### config.mk
export PLATFORM = sky130hd
export DESIGN_NAME = uart_prog_loader
export DESIGN_NICKNAME = d
export VERILOG_FILES = /design/src/rtl/uart_prog_loader.sv
export SDC_FILE = /design/constraint.sdc
export NUM_CORES = 1
export LEC_CHECK = 0
export CORE_MARGIN = 2
export CORE_UTILIZATION = 55
export DETAILED_ROUTE_END_ITERATION = 10
export PLACE_DENSITY = 0.86
export SYNTH_ARGS = -nofsm -noshare
export SYNTH_HDL_FRONTEND = slang
export SYNTH_SLANG_ARGS = --single-unit
export TNS_END_PERCENT = 30
### constraint.sdc
create_clock -name clk_i -period 2.8 [get_ports clk_i]
set_input_delay 0.56 -clock clk_i [delete_from_list [all_inputs] [get_ports clk_i]]
set_output_delay 0.56 -clock clk_i [all_outputs]
set_load 0.02 [all_outputs]
### src/rtl/uart_prog_loader.sv
// Boot-time UART program loader: receives a framed image and writes it into instruction memory,
// holding the core in reset until the image is complete. Define UART_LOADER_CHECKSUM_EN for a trailing XOR checksum byte.
module uart_prog_loader #(
  parameter int unsigned CLK_FREQ_HZ = 50_000_000,
  parameter int unsigned BAUD        = 115200,
  parameter logic [7:0]  SYNC_BYTE   = 8'hA5
) (
  input  logic        clk_i,
  input  logic        rst_ni,
  input  logic        rx_i,
  output logic [15:0] im_addr_o,
  output logic [15:0] im_wdata_o,
  output logic        im_we_o,
  output logic        cpu_hold_o,
  output logic        busy_o,
  output logic        err_o,
  output logic [15:0] word_count_o
);
  localparam int unsigned DIV   = CLK_FREQ_HZ / BAUD;
  localparam int unsigned HALF  = DIV / 2;
  localparam int unsigned CNT_W = $clog2(DIV + 1);

  localparam logic [1:0] RX_IDLE  = 2'd0;
  localparam logic [1:0] RX_START = 2'd1;
  localparam logic [1:0] RX_DATA  = 2'd2;
  localparam logic [1:0] RX_STOP  = 2'd3;

  localparam logic [2:0] S_IDLE    = 3'd0;
  localparam logic [2:0] S_LEN_HI  = 3'd1;
  localparam logic [2:0] S_LEN_LO  = 3'd2;
  localparam logic [2:0] S_DATA_HI = 3'd3;
  localparam logic [2:0] S_DATA_LO = 3'd4;
  localparam logic [2:0] S_DONE    = 3'd5;
  localparam logic [2:0] S_ERR     = 3'd6;
`ifdef UART_LOADER_CHECKSUM_EN
  localparam logic [2:0] S_CSUM    = 3'd7;
  localparam logic [2:0] S_AFTER   = S_CSUM;
`else
  localparam logic [2:0] S_AFTER   = S_DONE;
`endif

  logic             rx_s1_q, rx_s2_q, rx_s3_q;
  logic [1:0]       rx_state_q, rx_state_d;
  logic [CNT_W-1:0] cnt_q, cnt_d;
  logic [2:0]       bit_idx_q, bit_idx_d;
  logic [7:0]       shift_q, shift_d;
  logic             byte_valid_q, byte_valid_d;
  logic             frame_err_q, frame_err_d;

  logic [2:0]  state_q, state_d;
  logic [15:0] len_q, len_d;
  logic [7:0]  hi_q, hi_d;
  logic [15:0] im_addr_q, im_addr_d;
  logic [15:0] im_wdata_q, im_wdata_d;
  logic        im_we_q, im_we_d;
  logic        cpu_hold_q, cpu_hold_d;
  logic        busy_q, busy_d;
  logic        err_q, err_d;
  logic [15:0] word_count_q, word_count_d;
`ifdef UART_LOADER_CHECKSUM_EN
  logic [7:0]  csum_q, csum_d;
`endif

  // Synchronizer plus one extra stage for falling-edge detection
  always_ff @(posedge clk_i or negedge rst_ni) begin
    if (!rst_ni) begin
      rx_s1_q <= 1'b1;
      rx_s2_q <= 1'b1;
      rx_s3_q <= 1'b1;
    end else begin
      rx_s1_q <= rx_i;
      rx_s2_q <= rx_s1_q;
      rx_s3_q <= rx_s2_q;
    end
  end

  // Receiver: start re-checked at half bit, data and stop sampled at bit centres
  always_comb begin
    rx_state_d   = rx_state_q;
    cnt_d        = cnt_q + CNT_W'(1);
    bit_idx_d    = bit_idx_q;
    shift_d      = shift_q;
    byte_valid_d = 1'b0;
    frame_err_d  = 1'b0;
    case (rx_state_q)
      RX_IDLE: begin
        cnt_d = '0;
        if (rx_s3_q && !rx_s2_q) rx_state_d = RX_START;
      end
      RX_START: begin
        if (cnt_q == CNT_W'(HALF - 1)) begin
          cnt_d      = '0;
          bit_idx_d  = 3'd0;
          rx_state_d = rx_s2_q ? RX_IDLE : RX_DATA;
        end
      end
      RX_DATA: begin
        if (cnt_q == CNT_W'(DIV - 1)) begin
          cnt_d     = '0;
          shift_d   = {rx_s2_q, shift_q[7:1]};
          bit_idx_d = bit_idx_q + 3'd1;
          if (bit_idx_q == 3'd7) rx_state_d = RX_STOP;
        end
      end
      default: begin
        if (cnt_q == CNT_W'(DIV - 1)) begin
          cnt_d        = '0;
          rx_state_d   = RX_IDLE;
          byte_valid_d = rx_s2_q;
          frame_err_d  = !rx_s2_q;
        end
      end
    endcase
  end

  always_ff @(posedge clk_i or negedge rst_ni) begin
    if (!rst_ni) begin
      rx_state_q   <= RX_IDLE;
      cnt_q        <= '0;
      bit_idx_q    <= 3'd0;
      shift_q      <= 8'h00;
      byte_valid_q <= 1'b0;
      frame_err_q  <= 1'b0;
    end else begin
      rx_state_q   <= rx_state_d;
      cnt_q        <= cnt_d;
      bit_idx_q    <= bit_idx_d;
      shift_q      <= shift_d;
      byte_valid_q <= byte_valid_d;
      frame_err_q  <= frame_err_d;
    end
  end

  // Frame parser; all outputs are registered from the next-state values
  always_comb begin
    state_d      = state_q;
    len_d        = len_q;
    hi_d         = hi_q;
    im_addr_d    = im_addr_q;
    im_wdata_d   = im_wdata_q;
    im_we_d      = 1'b0;
    word_count_d = word_count_q;
`ifdef UART_LOADER_CHECKSUM_EN
    csum_d       = csum_q;
`endif
    if (byte_valid_q) begin
      case (state_q)
        S_LEN_HI: begin
          len_d   = {shift_q, 8'h00};
          state_d = S_LEN_LO;
        end
        S_LEN_LO: begin
          len_d   = {len_q[15:8], shift_q};
          state_d = (len_d == 16'd0) ? S_AFTER : S_DATA_HI;
        end
        S_DATA_HI: begin
          hi_d    = shift_q;
          state_d = S_DATA_LO;
        end
        S_DATA_LO: begin
          im_we_d      = 1'b1;
          im_addr_d    = word_count_q;
          im_wdata_d   = {hi_q, shift_q};
          word_count_d = word_count_q + 16'd1;
          state_d      = (word_count_d == len_q) ? S_AFTER : S_DATA_HI;
        end
`ifdef UART_LOADER_CHECKSUM_EN
        S_CSUM: state_d = (shift_q == csum_q) ? S_DONE : S_ERR;
`endif
        default: begin
          if (shift_q == SYNC_BYTE) begin
            state_d      = S_LEN_HI;
            word_count_d = 16'd0;
          end
        end
      endcase
`ifdef UART_LOADER_CHECKSUM_EN
      if (state_q == S_IDLE || state_q == S_DONE || state_q == S_ERR) csum_d = 8'h00;
      else if (state_q != S_CSUM) csum_d = csum_q ^ shift_q;
`endif
    end
    if (frame_err_q && busy_q) state_d = S_ERR;
    busy_d     = !(state_d == S_IDLE || state_d == S_DONE || state_d == S_ERR);
    cpu_hold_d = (state_d != S_DONE);
    err_d      = (state_d == S_ERR);
  end

  always_ff @(posedge clk_i or negedge rst_ni) begin
    if (!rst_ni) begin
      state_q      <= S_IDLE;
      len_q        <= 16'd0;
      hi_q         <= 8'h00;
      im_addr_q    <= 16'd0;
      im_wdata_q   <= 16'd0;
      im_we_q      <= 1'b0;
      cpu_hold_q   <= 1'b1;
      busy_q       <= 1'b0;
      err_q        <= 1'b0;
      word_count_q <= 16'd0;
`ifdef UART_LOADER_CHECKSUM_EN
      csum_q       <= 8'h00;
`endif
    end else begin
      state_q      <= state_d;
      len_q        <= len_d;
      hi_q         <= hi_d;
      im_addr_q    <= im_addr_d;
      im_wdata_q   <= im_wdata_d;
      im_we_q      <= im_we_d;
      cpu_hold_q   <= cpu_hold_d;
      busy_q       <= busy_d;
      err_q        <= err_d;
      word_count_q <= word_count_d;
`ifdef UART_LOADER_CHECKSUM_EN
      csum_q       <= csum_d;
`endif
    end
  end

  assign im_addr_o    = im_addr_q;
  assign im_wdata_o   = im_wdata_q;
  assign im_we_o      = im_we_q;
  assign cpu_hold_o   = cpu_hold_q;
  assign busy_o       = busy_q;
  assign err_o        = err_q;
  assign word_count_o = word_count_q;
endmodule

==> out/results.md <==
| Stage | Parameter | Reported |
|:---|:---|:---|
| pwr | Worst vdd rail ir drop | 0.000341 V |
| synthesis | Post-synth EDFFs | 0 |
| pwr | Total chip power | 2.73 mW |
| timing | Setup repair after global routing missed its margin | false |
| pwr | Power per standard cell area | 452 nW/um2 |
| clock network | TritonCTS Sinks | 106 |
| grt | Total GRT Usage | 24.1% |
| synthesis | Library cell occupying the most area in the post-synthesis netlist | dfrtp_1 |
| timing | Final count of pins violating max slew | 0 |
| timing | Final setup violation count | 0 |
| clock network | Clock latency on the worst-skew pair | 0.38 ns |
| timing | Min Clock Period, post-route | 2.67 ns |
| setup path | CP Data Required Time | 3.09 ns |
| synthesis | Main area contributors after synthesis | dfrtp_1, nand2_1, mux2_2 |
| synthesis | Yosys warns | 0 |
| placed design | Last weighted congestion value of the routability-driven placer | 0.862 |
| placed design | Half-perimeter wire length of the detailed placement result | 7990 um |
| grt | Largest net degree at the start of global routing | 50 |
| drt | Number of design rule violations left after detail routing | 0 |
| synthesis | Netlist area before placement | 5030 um2 |
| floorplanning | Count of pins on the block boundary | 55 |
| timing | Measured slew at the worst slew-check pin | 0.554 ns |
| timing | Final TNS setup | 0 ns |
| timing | Relative slew margins | 63.0% |
| clock network | CTS Root Cell | clkbuf_8 |
| synthesis | Mean cell area of the mapped netlist | 9.81 um2 |
| placed design | Count of buffers inserted at the top-level ports | 54 |
| layout | Share of final-layout standard cells stronger than drive strength 1 | 15.8% |
| synthesis | Fraction of synthesis flops using an asynchronous set or reset pin | 100% |
| setup path | Worst setup EP type | register |
| synthesis | Proportion of synthesized chip area in sequential cells | 52.8% |
| layout | ANT cells | 0 |
| grt | Overflow left after global routing | 0 |
| synthesis | Yosys top cell area share | 50.7% |
| grt | Number of antenna violations at the first check in global routing | 0 |
| setup path | Arrival time of the worst setup path | 2.96 ns |
| drt | Residual antenna-violating net count after detailed routing | 0 |
| grt | Via count of the first global-routing pass | 3992 |
| timing | Number of failing hold endpoints at the final stage | 0 |
| synthesis | Cell count after synthesis | 513 |
| floorplanning | Core Footprint | 8810 um2 |
| clock network | Clock-pin slew of the registers on the worst-case setup and hold paths | 0.11 ns |
| layout | Number of fillers in the final layout | 674 |
| outcome | Result of the run | complete, no violations |
| drt | First-pass iteration count of the detailed router | 5 |
| flow run | Max Cap Viol | 0 |
| pwr | Static leakage power | 2.86 nW |
| floorplanning | Rows | 34 |
| grt | Wire length of the first global-routing pass | 19200 um |
| setup path | Setup Crit Path Kind | reg -> reg |
| setup path | Largest fanout of any net on the critical path | 7 |
| timing | Ratio of final minimum period to clock period | 95.4% |
| floorplanning | Die height | 99.7 um |
| layout | Final core utilization | 68.5% |
| drt | Average wire per cell in the routed design | 16.6 um |
| clock network | Number of buffers between clock root and the deepest sink | 2 |
| placed design | Pre-CTS worst setup slack | 0.0459 ns |
| timing | Maximum achievable frequency | 374 MHz |
| timing | Fin worst setup slack | 0.129 ns |
| floorplanning | Die Outline Area | 9940 um2 |
| setup path | Startpoint types | register |
| drt | Starting DRC count in detailed routing | 280 |
| layout | Area taken by flip-flops and latches | 2660 um2 |
| floorplanning | Initial Util | 57.2% |
| timing | Clock Skews | 0.0114 ns |
| drt | Mean number of vias per cell | 5.85 |
| layout | Area growth from synthesis to layout | 19.8% |
| drt | Detailed-route via count | 4045 |
| worst hold path | Class of the tightest hold or removal check | in -> async |
| layout | Multi-input gate area in the final layout | 2220 um2 |
| clock network | CTS tree | done |
| synthesis | Most used flip-flop cell after synthesis | dfrtp_1 |
| synthesis | Distinct cells, synth | 61 |
| synthesis | Flip-flop and latch count after synthesis | 106 |
| clock network | Depth of the CTS H-tree | 3 |
| floorplanning | Width of the die | 99.7 um |
| synthesis | Number of nets in the synthesized netlist | 522 |
| layout | Total Nets Final | 588 |
| clock network | Total clock buffers created by CTS | 9 |
| drt | Total Wirelength | 11500 um |
-- power breakdown --
group / switching (mW) / internal (mW) / total [mW]
logic: 0.120 / 0.0799 / 0.200
registers: 0.0597 / 1.57 / 1.63
clock network: 0.558 / 0.341 / 0.898
-- flip-flops by register name, summed over array words and instances, names as in the netlist --
name and count:
bit_idx_q 3, frame_err_q 1, rx_s2_q 1, im_we_o 1, im_addr_o 16, rx_s3_q 1
rx_state_q 2, rx_s1_q 1, word_count_o 16, hi_q 8, im_wdata_o 16, err_o 1
cnt_q 9, busy_o 1, shift_q 8, len_q 16, byte_valid_q 1, cpu_hold_o 1
state_q 3
-- kinds of logic (layout without fill, tap and decap cells) --
kind of cell | Yosys count | after routing | share of synthesized area (%)
AO/OA/AOI/OAI | 84 | 84 | 10.7
XOR/XNOR | 29 | 29 | 5.04
adder cells (fa/ha/maj) | 7 | 7 | 1.69
buffers and inverters | 42 | 113 | 3.78
flip-flops | 106 | 106 | 52.8
multiplexers | 27 | 27 | 5.99
AND/OR/NAND/NOR | 218 | 218 | 20.0
-- critical path: stages, from the launching register on --
cell      delay, ns
dfrtp_1        0.46
or4_4          0.58
o41ai_1        0.51
a21bo_1        0.19
a222oi_1       0.09
buf_4          0.17
and3_1         0.17
a31o_1         0.19
a211oi_2       0.22
-- cells in the mapped netlist (4+ instances only) --
cell,number
or4_1,5
nand4_1,9
clkbuf_1,16
o41ai_1,4
nor2b_1,4
nor3_1,7
and3_1,5
buf_4,4
ha_1,6
nor2_1,21
o21ai_0,34
dfstp_2,4
and2_1,4
xnor2_1,18
nand3_1,12
nand2_1,132
mux2_2,25
dfrtp_1,102
o31ai_1,8
inv_1,14
xor2_1,11
a21oi_1,13
-- path summary, 6_finish.rpt --
kind / slack (ns) / to / cells after the start / startpoint
min in group clk_i: 0.37 / rx_s2_q / 0 / rx_s1_q
min reg2reg: 0.37 / rx_s2_q / 0 / rx_s1_q
min: 0.14 / im_addr_o[13] / 1 / rst_ni
max: 0.13 / busy_o / 8 / shift_q[4]
max in group asynchronous: 1.94 / word_count_o[1] / 2 / rst_ni
max reg2reg: 0.13 / busy_o / 8 / shift_q[4]
-- metal layers --
metal | part of all wire, % | wire [um] | vias to the layer above | track usage [%]
met3 | 5.2 | 595 | 27 | 3.23
met1 | 42 | 4870 | 1983 | 31.7
li1 | - | - | 1895 | -
met5 | 0 | 0 | - | 0
met2 | 50 | 5740 | 140 | 40.6
met4 | 2.4 | 281 | 0 | 9.48
-- area by class of cell --
type                    count  area share [%]
repair buffers             82            12.8
clock buffers               9            2.05
flip-flops and latches    106            44.1
well taps                 108            2.24
multi-input cells         365            36.8
clock inverters             7            1.02
inverters                  15           0.933
-- timing repair --
| item | in CTS | in global routing |
|---|---|---|
| gates resized for setup | 0 | 10 |
| setup buffers | 0 | 2 |
| endpoints found under the hold margin | 0 | 0 |
| hold buffers | 0 | 0 |
| setup endpoints to repair | 0 | 3 |
-- metrics by stage --
step,hold WS (ns),instance area [um2],instances
finish,0.137,6030,692
detailed placement,0.351,5800,674
global route,0.169,6030,692
global placement,0.345,5800,674
floorplan,0.264,5030,513
CTS,0.152,5980,690
-- layout by cell type (no fill, tap or decap), types with 3 or more instances in the layout --
cell	instances
o31ai_1	7
clkdlybuf4s50_1	53
nor2_1	21
dfrtp_1	98
or3_1	3
a21oi_1	13
xnor2_1	18
or4_1	5
nand4_1	9
nand2_1	132
nor2b_1	4
clkbuf_8	9
nor3_1	7
o21ai_0	34
xor2_1	11
o41ai_1	4
buf_4	27
ha_1	6
dfstp_2	4
and2_1	4
mux2_2	25
inv_1	14
nand3_1	11
o22ai_1	3
and3_1	5
dfrtp_2	4
(Power assumes the default switching activity.)
